`config.mk`:
```
export PLATFORM = sky130hd
export DESIGN_NAME = sw_run_controller
export DESIGN_NICKNAME = d
export VERILOG_FILES = /design/src/rtl/sw_ctrl_pkg.sv /design/src/rtl/edge_pulse.sv /design/src/rtl/sw_run_controller.sv
export SDC_FILE = /design/constraint.sdc
export NUM_CORES = 1
export LEC_CHECK = 0
export ABC_AREA = 1
export CELL_PAD_IN_SITES_DETAIL_PLACEMENT = 0
export CELL_PAD_IN_SITES_GLOBAL_PLACEMENT = 1
export CORE_MARGIN = 2
export CORE_UTILIZATION = 37
export CTS_CLUSTER_DIAMETER = 60
export DETAILED_ROUTE_END_ITERATION = 12
export PLACE_DENSITY = 0.95
export SLEW_MARGIN = 20
export SYNTH_ARGS = -nofsm -noshare
export SYNTH_HDL_FRONTEND = slang
export SYNTH_HIERARCHICAL = 1
export SYNTH_SLANG_ARGS = --single-unit
```
`constraint.sdc`:
```
create_clock -name clk -period 3.23 [get_ports clk]
set_input_delay 0.646 -clock clk [delete_from_list [all_inputs] [get_ports clk]]
set_output_delay 0.646 -clock clk [all_outputs]
set_load 0.05 [all_outputs]
```
`src/rtl/sw_ctrl_pkg.sv`:
```
// ============================================================================
// Module  : sw_ctrl_pkg
// Brief   : Shared state encoding and default sizing for the Smith-Waterman
//           run sequencer.
// Revision: 1.0 - initial release
// ============================================================================
`default_nettype none

package sw_ctrl_pkg;

    typedef enum logic [2:0] {
        IDLE     = 3'd0,
        SET      = 3'd1,
        SET_WAIT = 3'd2,
        READY    = 3'd3,
        START    = 3'd4,
        RUN      = 3'd5,
        DONE     = 3'd6,
        ERR      = 3'd7
    } state_t;

    localparam int PARAM_W     = 4;
    localparam int DEF_SCORE_W = 18;
    localparam int DEF_CNT_W   = 32;
    // 10 s at 30 MHz
    localparam int DEF_TIMEOUT = 300_000_000;

endpackage

`default_nettype wire

```
`src/rtl/edge_pulse.sv`:
```
// ============================================================================
// Module  : edge_pulse
// Brief   : Rising-edge detector; one-cycle pulse when a debounced level rises.
// Revision: 1.0 - initial release
// ============================================================================
`default_nettype none

module edge_pulse (
    input  logic clk,
    input  logic rst_n,
    input  logic i_level,
    output logic o_pulse
);

    logic level_q;
    logic level_d;

    always_comb begin
        level_d = i_level;
    end

    always_ff @(posedge clk or negedge rst_n) begin
        if (!rst_n) begin
            level_q <= 1'b0;
        end else begin
            level_q <= level_d;
        end
    end

    assign o_pulse = i_level & ~level_q;

endmodule

`default_nettype wire

```
`src/rtl/sw_run_controller.sv`:
```
// ============================================================================
// Module  : sw_run_controller
// Brief   : Sequences set/start presses into core pulses, freezes scoring
//           parameters per run, captures the score and times each run.
// Revision: 1.0 - initial release
// ============================================================================
`default_nettype none

module sw_run_controller
    import sw_ctrl_pkg::*;
#(
    parameter int SCORE_W = DEF_SCORE_W,
    parameter int CNT_W   = DEF_CNT_W,
    parameter int TIMEOUT = DEF_TIMEOUT
) (
    input  logic               clk,
    input  logic               rst_n,
    input  logic               i_set_req,
    input  logic               i_start_req,
    input  logic [PARAM_W-1:0] i_match,
    input  logic [PARAM_W-1:0] i_mismatch,
    input  logic [PARAM_W-1:0] i_minusAlpha,
    input  logic [PARAM_W-1:0] i_minusBeta,
    output logic               o_set_t,
    output logic               o_start_cal,
    output logic [PARAM_W-1:0] o_match,
    output logic [PARAM_W-1:0] o_mismatch,
    output logic [PARAM_W-1:0] o_minusAlpha,
    output logic [PARAM_W-1:0] o_minusBeta,
    input  logic               i_busy,
    input  logic               i_valid,
    input  logic [SCORE_W-1:0] i_result,
    output logic [SCORE_W-1:0] o_score,
    output logic [CNT_W-1:0]   o_cycles,
    output logic               o_is_set,
    output logic               o_done,
    output logic               o_timeout,
    output logic [2:0]         o_state
);

    // Count value at which the current RUN cycle is the TIMEOUT-th one
    localparam logic [CNT_W-1:0] c_timeout_last = CNT_W'(TIMEOUT - 1);

    logic w_set_pulse;
    logic w_start_pulse;

    state_t             state_q,    state_d;
    logic [PARAM_W-1:0] match_q,    match_d;
    logic [PARAM_W-1:0] mismatch_q, mismatch_d;
    logic [PARAM_W-1:0] alpha_q,    alpha_d;
    logic [PARAM_W-1:0] beta_q,     beta_d;
    logic [SCORE_W-1:0] score_q,    score_d;
    logic [CNT_W-1:0]   cycles_q,   cycles_d;
    logic               is_set_q,   is_set_d;

    edge_pulse u_set_edge (
        .clk     (clk),
        .rst_n   (rst_n),
        .i_level (i_set_req),
        .o_pulse (w_set_pulse)
    );

    edge_pulse u_start_edge (
        .clk     (clk),
        .rst_n   (rst_n),
        .i_level (i_start_req),
        .o_pulse (w_start_pulse)
    );

    always_comb begin
        state_d    = state_q;
        match_d    = match_q;
        mismatch_d = mismatch_q;
        alpha_d    = alpha_q;
        beta_d     = beta_q;
        score_d    = score_q;
        cycles_d   = cycles_q;
        is_set_d   = is_set_q;

        case (state_q)
            IDLE: begin
                if (w_set_pulse) state_d = SET;
            end
            SET: begin
                state_d = SET_WAIT;
            end
            SET_WAIT: begin
                if (!i_busy) begin
                    state_d  = READY;
                    is_set_d = 1'b1;
                end
            end
            READY, DONE: begin
                // Set outranks start when both rise together
                if (w_set_pulse)        state_d = SET;
                else if (w_start_pulse) state_d = START;
            end
            START: begin
                cycles_d = '0;
                state_d  = RUN;
            end
            RUN: begin
                if (cycles_q != {CNT_W{1'b1}}) cycles_d = cycles_q + CNT_W'(1);
                if (i_valid) begin
                    score_d = i_result;
                    state_d = DONE;
                end else if (cycles_q >= c_timeout_last) begin
                    state_d = ERR;
                end
            end
            ERR: begin
                if (w_set_pulse) state_d = SET;
            end
            default: state_d = IDLE;
        endcase

        // SET is only ever entered from another state, so this is the entry edge
        if (state_d == SET) begin
            match_d    = i_match;
            mismatch_d = i_mismatch;
            alpha_d    = i_minusAlpha;
            beta_d     = i_minusBeta;
        end
    end

    always_ff @(posedge clk or negedge rst_n) begin
        if (!rst_n) begin
            state_q    <= IDLE;
            match_q    <= '0;
            mismatch_q <= '0;
            alpha_q    <= '0;
            beta_q     <= '0;
            score_q    <= '0;
            cycles_q   <= '0;
            is_set_q   <= 1'b0;
        end else begin
            state_q    <= state_d;
            match_q    <= match_d;
            mismatch_q <= mismatch_d;
            alpha_q    <= alpha_d;
            beta_q     <= beta_d;
            score_q    <= score_d;
            cycles_q   <= cycles_d;
            is_set_q   <= is_set_d;
        end
    end

    assign o_set_t      = (state_q == SET);
    assign o_start_cal  = (state_q == START);
    assign o_done       = (state_q == DONE);
    assign o_timeout    = (state_q == ERR);
    assign o_state      = state_q;
    assign o_match      = match_q;
    assign o_mismatch   = mismatch_q;
    assign o_minusAlpha = alpha_q;
    assign o_minusBeta  = beta_q;
    assign o_score      = score_q;
    assign o_cycles     = cycles_q;
    assign o_is_set     = is_set_q;

endmodule

`default_nettype wire

```
==> impl_results.md <==
* Synthesized flop and latch total at 72
* Postcts setup bufs at 0
* WP depth at 5
* Final Critical Period at 2.83 ns
* Latest clock arrival within the worst-skew pair at 0.36 ns
* Post_cts resized at 0
* Pin count of the biggest net entering global routing at 40
* Via count at 3798
* Peak VDD IR at 439 uV
* WHS at 0.361 ns
* LEAKAGE at 2.37 nW
* Max Buffers Root-to-Sink at 2
* Clock sinks at 72
* PortBufs at 113
* Antenna diodes at 0
* Final Cycle Share at 87.5%
* Critical path endpoint category: output pin
* Final ANT Viol Nets at 0
* Vias in the first global route at 3626
* CP max stage cell: clkdlybuf4s50_1
* DP HPWL at 8790 um
* Synthesized Nets at 559
* CTS Root Buffer Type: clkbuf_8
* Total Nets Final at 673
* CP Class: flip-flop to output pin
* WL/cell at 14.7 um
* Inst Count DP at 761
* Inserted Clock Buffers at 9
* Share of post-route cells with drive strength above 1 at under 10%
* WL final at around 11000 um
* Top cell by count, worst path: nor2_1
* Die height at 108 um
* Overflow after GRT at 0
* Bufs and invs on worst path at 3
* Worst reg2reg path depth at 11
* Fmax at 354 MHz
* First-pass GRT wire length at around 18000 um
* CTS Hold Buffers Added at 0
* Cell Area, Synth at 4030 um^2
* Vias per cell at around 4.9
* Crit path DAT at between 2 and 2.5 ns
* Reg clk slew, reported paths at roughly 0.09 ns
* Hold Path Class: primary input to async pin
* Crit-path cells: inv_2 > nor2_1 > inv_1 > nor2_1 > clkdlybuf4s50_1
* FP Rows at 38
* Worst rel slew slack at 46.9%
* CTS tree: yes
* Fin Clk Skew at 0.0138 ns
* Syn-to-layout area delta at 36.0%
* Avg Cell Area, Syn at 7.78 um^2
* Setup TNS at 0 ns
* Post-route insts no fill at 777
* Ports at about 110
* Final GP Congestion at 0.905
* Reg-to-reg critical path startpoint: o_cycles[0]$_DFFE_PN0P_
* Residual DRC count at 0
* Status: finished, final reports clean
* Core footprint at 10700 um^2
* Die area at 11700 um^2
* Max-cap violations at 0
* Actual slew at the worst max-slew pin at 0.797 ns
* Dpl ws at 0.670 ns
* Delay-heaviest family, CP: buffers and inverters
* Global-route usage over all layers at between 10% and 20%
* Worst-path fanout max at 7
* Library cells used by synthesis at 32
* Worst r2r dst: o_match[2]$_DFFE_PN0N_
* Required time of the critical path at 2.58 ns
* Startpoint types: flip-flop
* Die width at 108 um
* R2r setup slk at 0.88 ns
* Final Hold Viols at 0
* RSZ-0062 raised after global routing: false
* Power, Total at 4.30 mW
* Register area share after synthesis at between 40% and 50%
* H-tree depth at 3
* 1st-pass router iterations at 6
* Final setup fails at 0
* Antenna violations before repair at 0
* Post-synthesis cell count at just over 500
* Critical path's largest stage delay at slightly above 0.8 ns
* Placed inst area at 5280 um^2
* Initial Util at 37.5%
* Final Util at ~50%
* Final Instance Area at 5480 um^2
* Most frequent cells in the layout: nand2_1 (164), clkdlybuf4s50_1 (112), dfrtp_1 (72)
* Commonest non-fill, non-tap cell in the layout: nand2_1
* Drt first-iter violations at about 190
* Pwr Density at 784 nW/um^2
* Fin worst setup slack at approximately 0.4 ns
* YS warnings at 6
* Max Slew Vio Count at 0
## Yosys cell counts, drive strengths merged
cell type	n	share of area (%)
inv	52	4.8
or2	1	0.16
nor3	13	1.9
a21oi	4	0.78
buf	11	2.0
nand3b	1	0.19
nor2	64	7.0
o31ai	1	0.19
mux2	18	5.0
xor2	13	2.8
o211ai	1	0.19
nand2	171	16
nand4	23	3.6
xnor2	5	1.1
nand3	34	4.7
dfrtp	72	45
o21ai	30	3.8
a21o	1	0.19
clkbuf	2	0.22
ha	1	0.31
## flip-flops by register name, indices dropped and copies added (netlist names)
signal                flops
o_minusBeta               4
u_start_edge/level_q      1
o_minusAlpha              4
o_match                   4
o_is_set                  1
o_cycles                 32
u_set_edge/level_q        1
o_mismatch                4
o_score                  18
o_state                   3
## cell type report
type	count	area (um^2)
fill	1063	5260
tap	140	175
multi-input combinational	381	1940
timing repair buffer	116	1160
sequential	72	1800
clock buffer	9	124
inverter	52	195
clock inverter	7	80.1
## how the worst max path moves through the flow
stage / from / to / slack, ns
6_report: o_state[2]$_DFF_PN0_ / o_start_cal / 0.40
5_1_grt: o_state[2]$_DFF_PN0_ / o_start_cal / 0.26
4_1_cts: o_state[2]$_DFF_PN0_ / o_start_cal / 0.36
3_5_place_dp: i_set_req / o_match[2]$_DFFE_PN0N_ / 0.67
3_3_place_gp: i_set_req / o_minusBeta[1]$_DFFE_PN0N_ / 0.74
2_1_floorplan: o_state[2]$_DFF_PN0_ / o_mismatch[0]$_DFFE_PN0N_ / 0.82
## worst register-to-register path: stages (launching register included)
cell	delay, ns
dfrtp_1	0.49
ha_1	0.30
nand3_1	0.25
nor2_2	0.31
nand2_1	0.09
nand2_1	0.10
nand2_1	0.06
nand2_1	0.07
nand2_2	0.21
nand3_4	0.25
nand2_1	0.08
nand2_1	0.07
## layer usage
| layer | global-route usage (%) | wire length, um |
|---|---|---|
| met1 | 26.1 | 5010 |
| met2 | 33.1 | 5550 |
| met3 | 4.04 | 701 |
| met4 | 6.04 | 178 |
| met5 | 0 | 0 |
## power breakdown
| group | switching [mW] | leakage [nW] | internal, mW |
|---|---|---|---|
| sequential | 0.168 | 0.942 | 1.14 |
| combinational | 1.53 | 1.33 | 0.722 |
| clock | 0.378 | 0.102 | 0.366 |
## cells by family after synthesis
group | share of synthesized area (%)
xor+xnor | 3.91
flops | 44.7
mux | 5.03
fa+ha+maj | 0.310
buf+inv | 7.05
compound gates | 5.15
simple gates | 33.8
(Power assumes the default switching activity.)
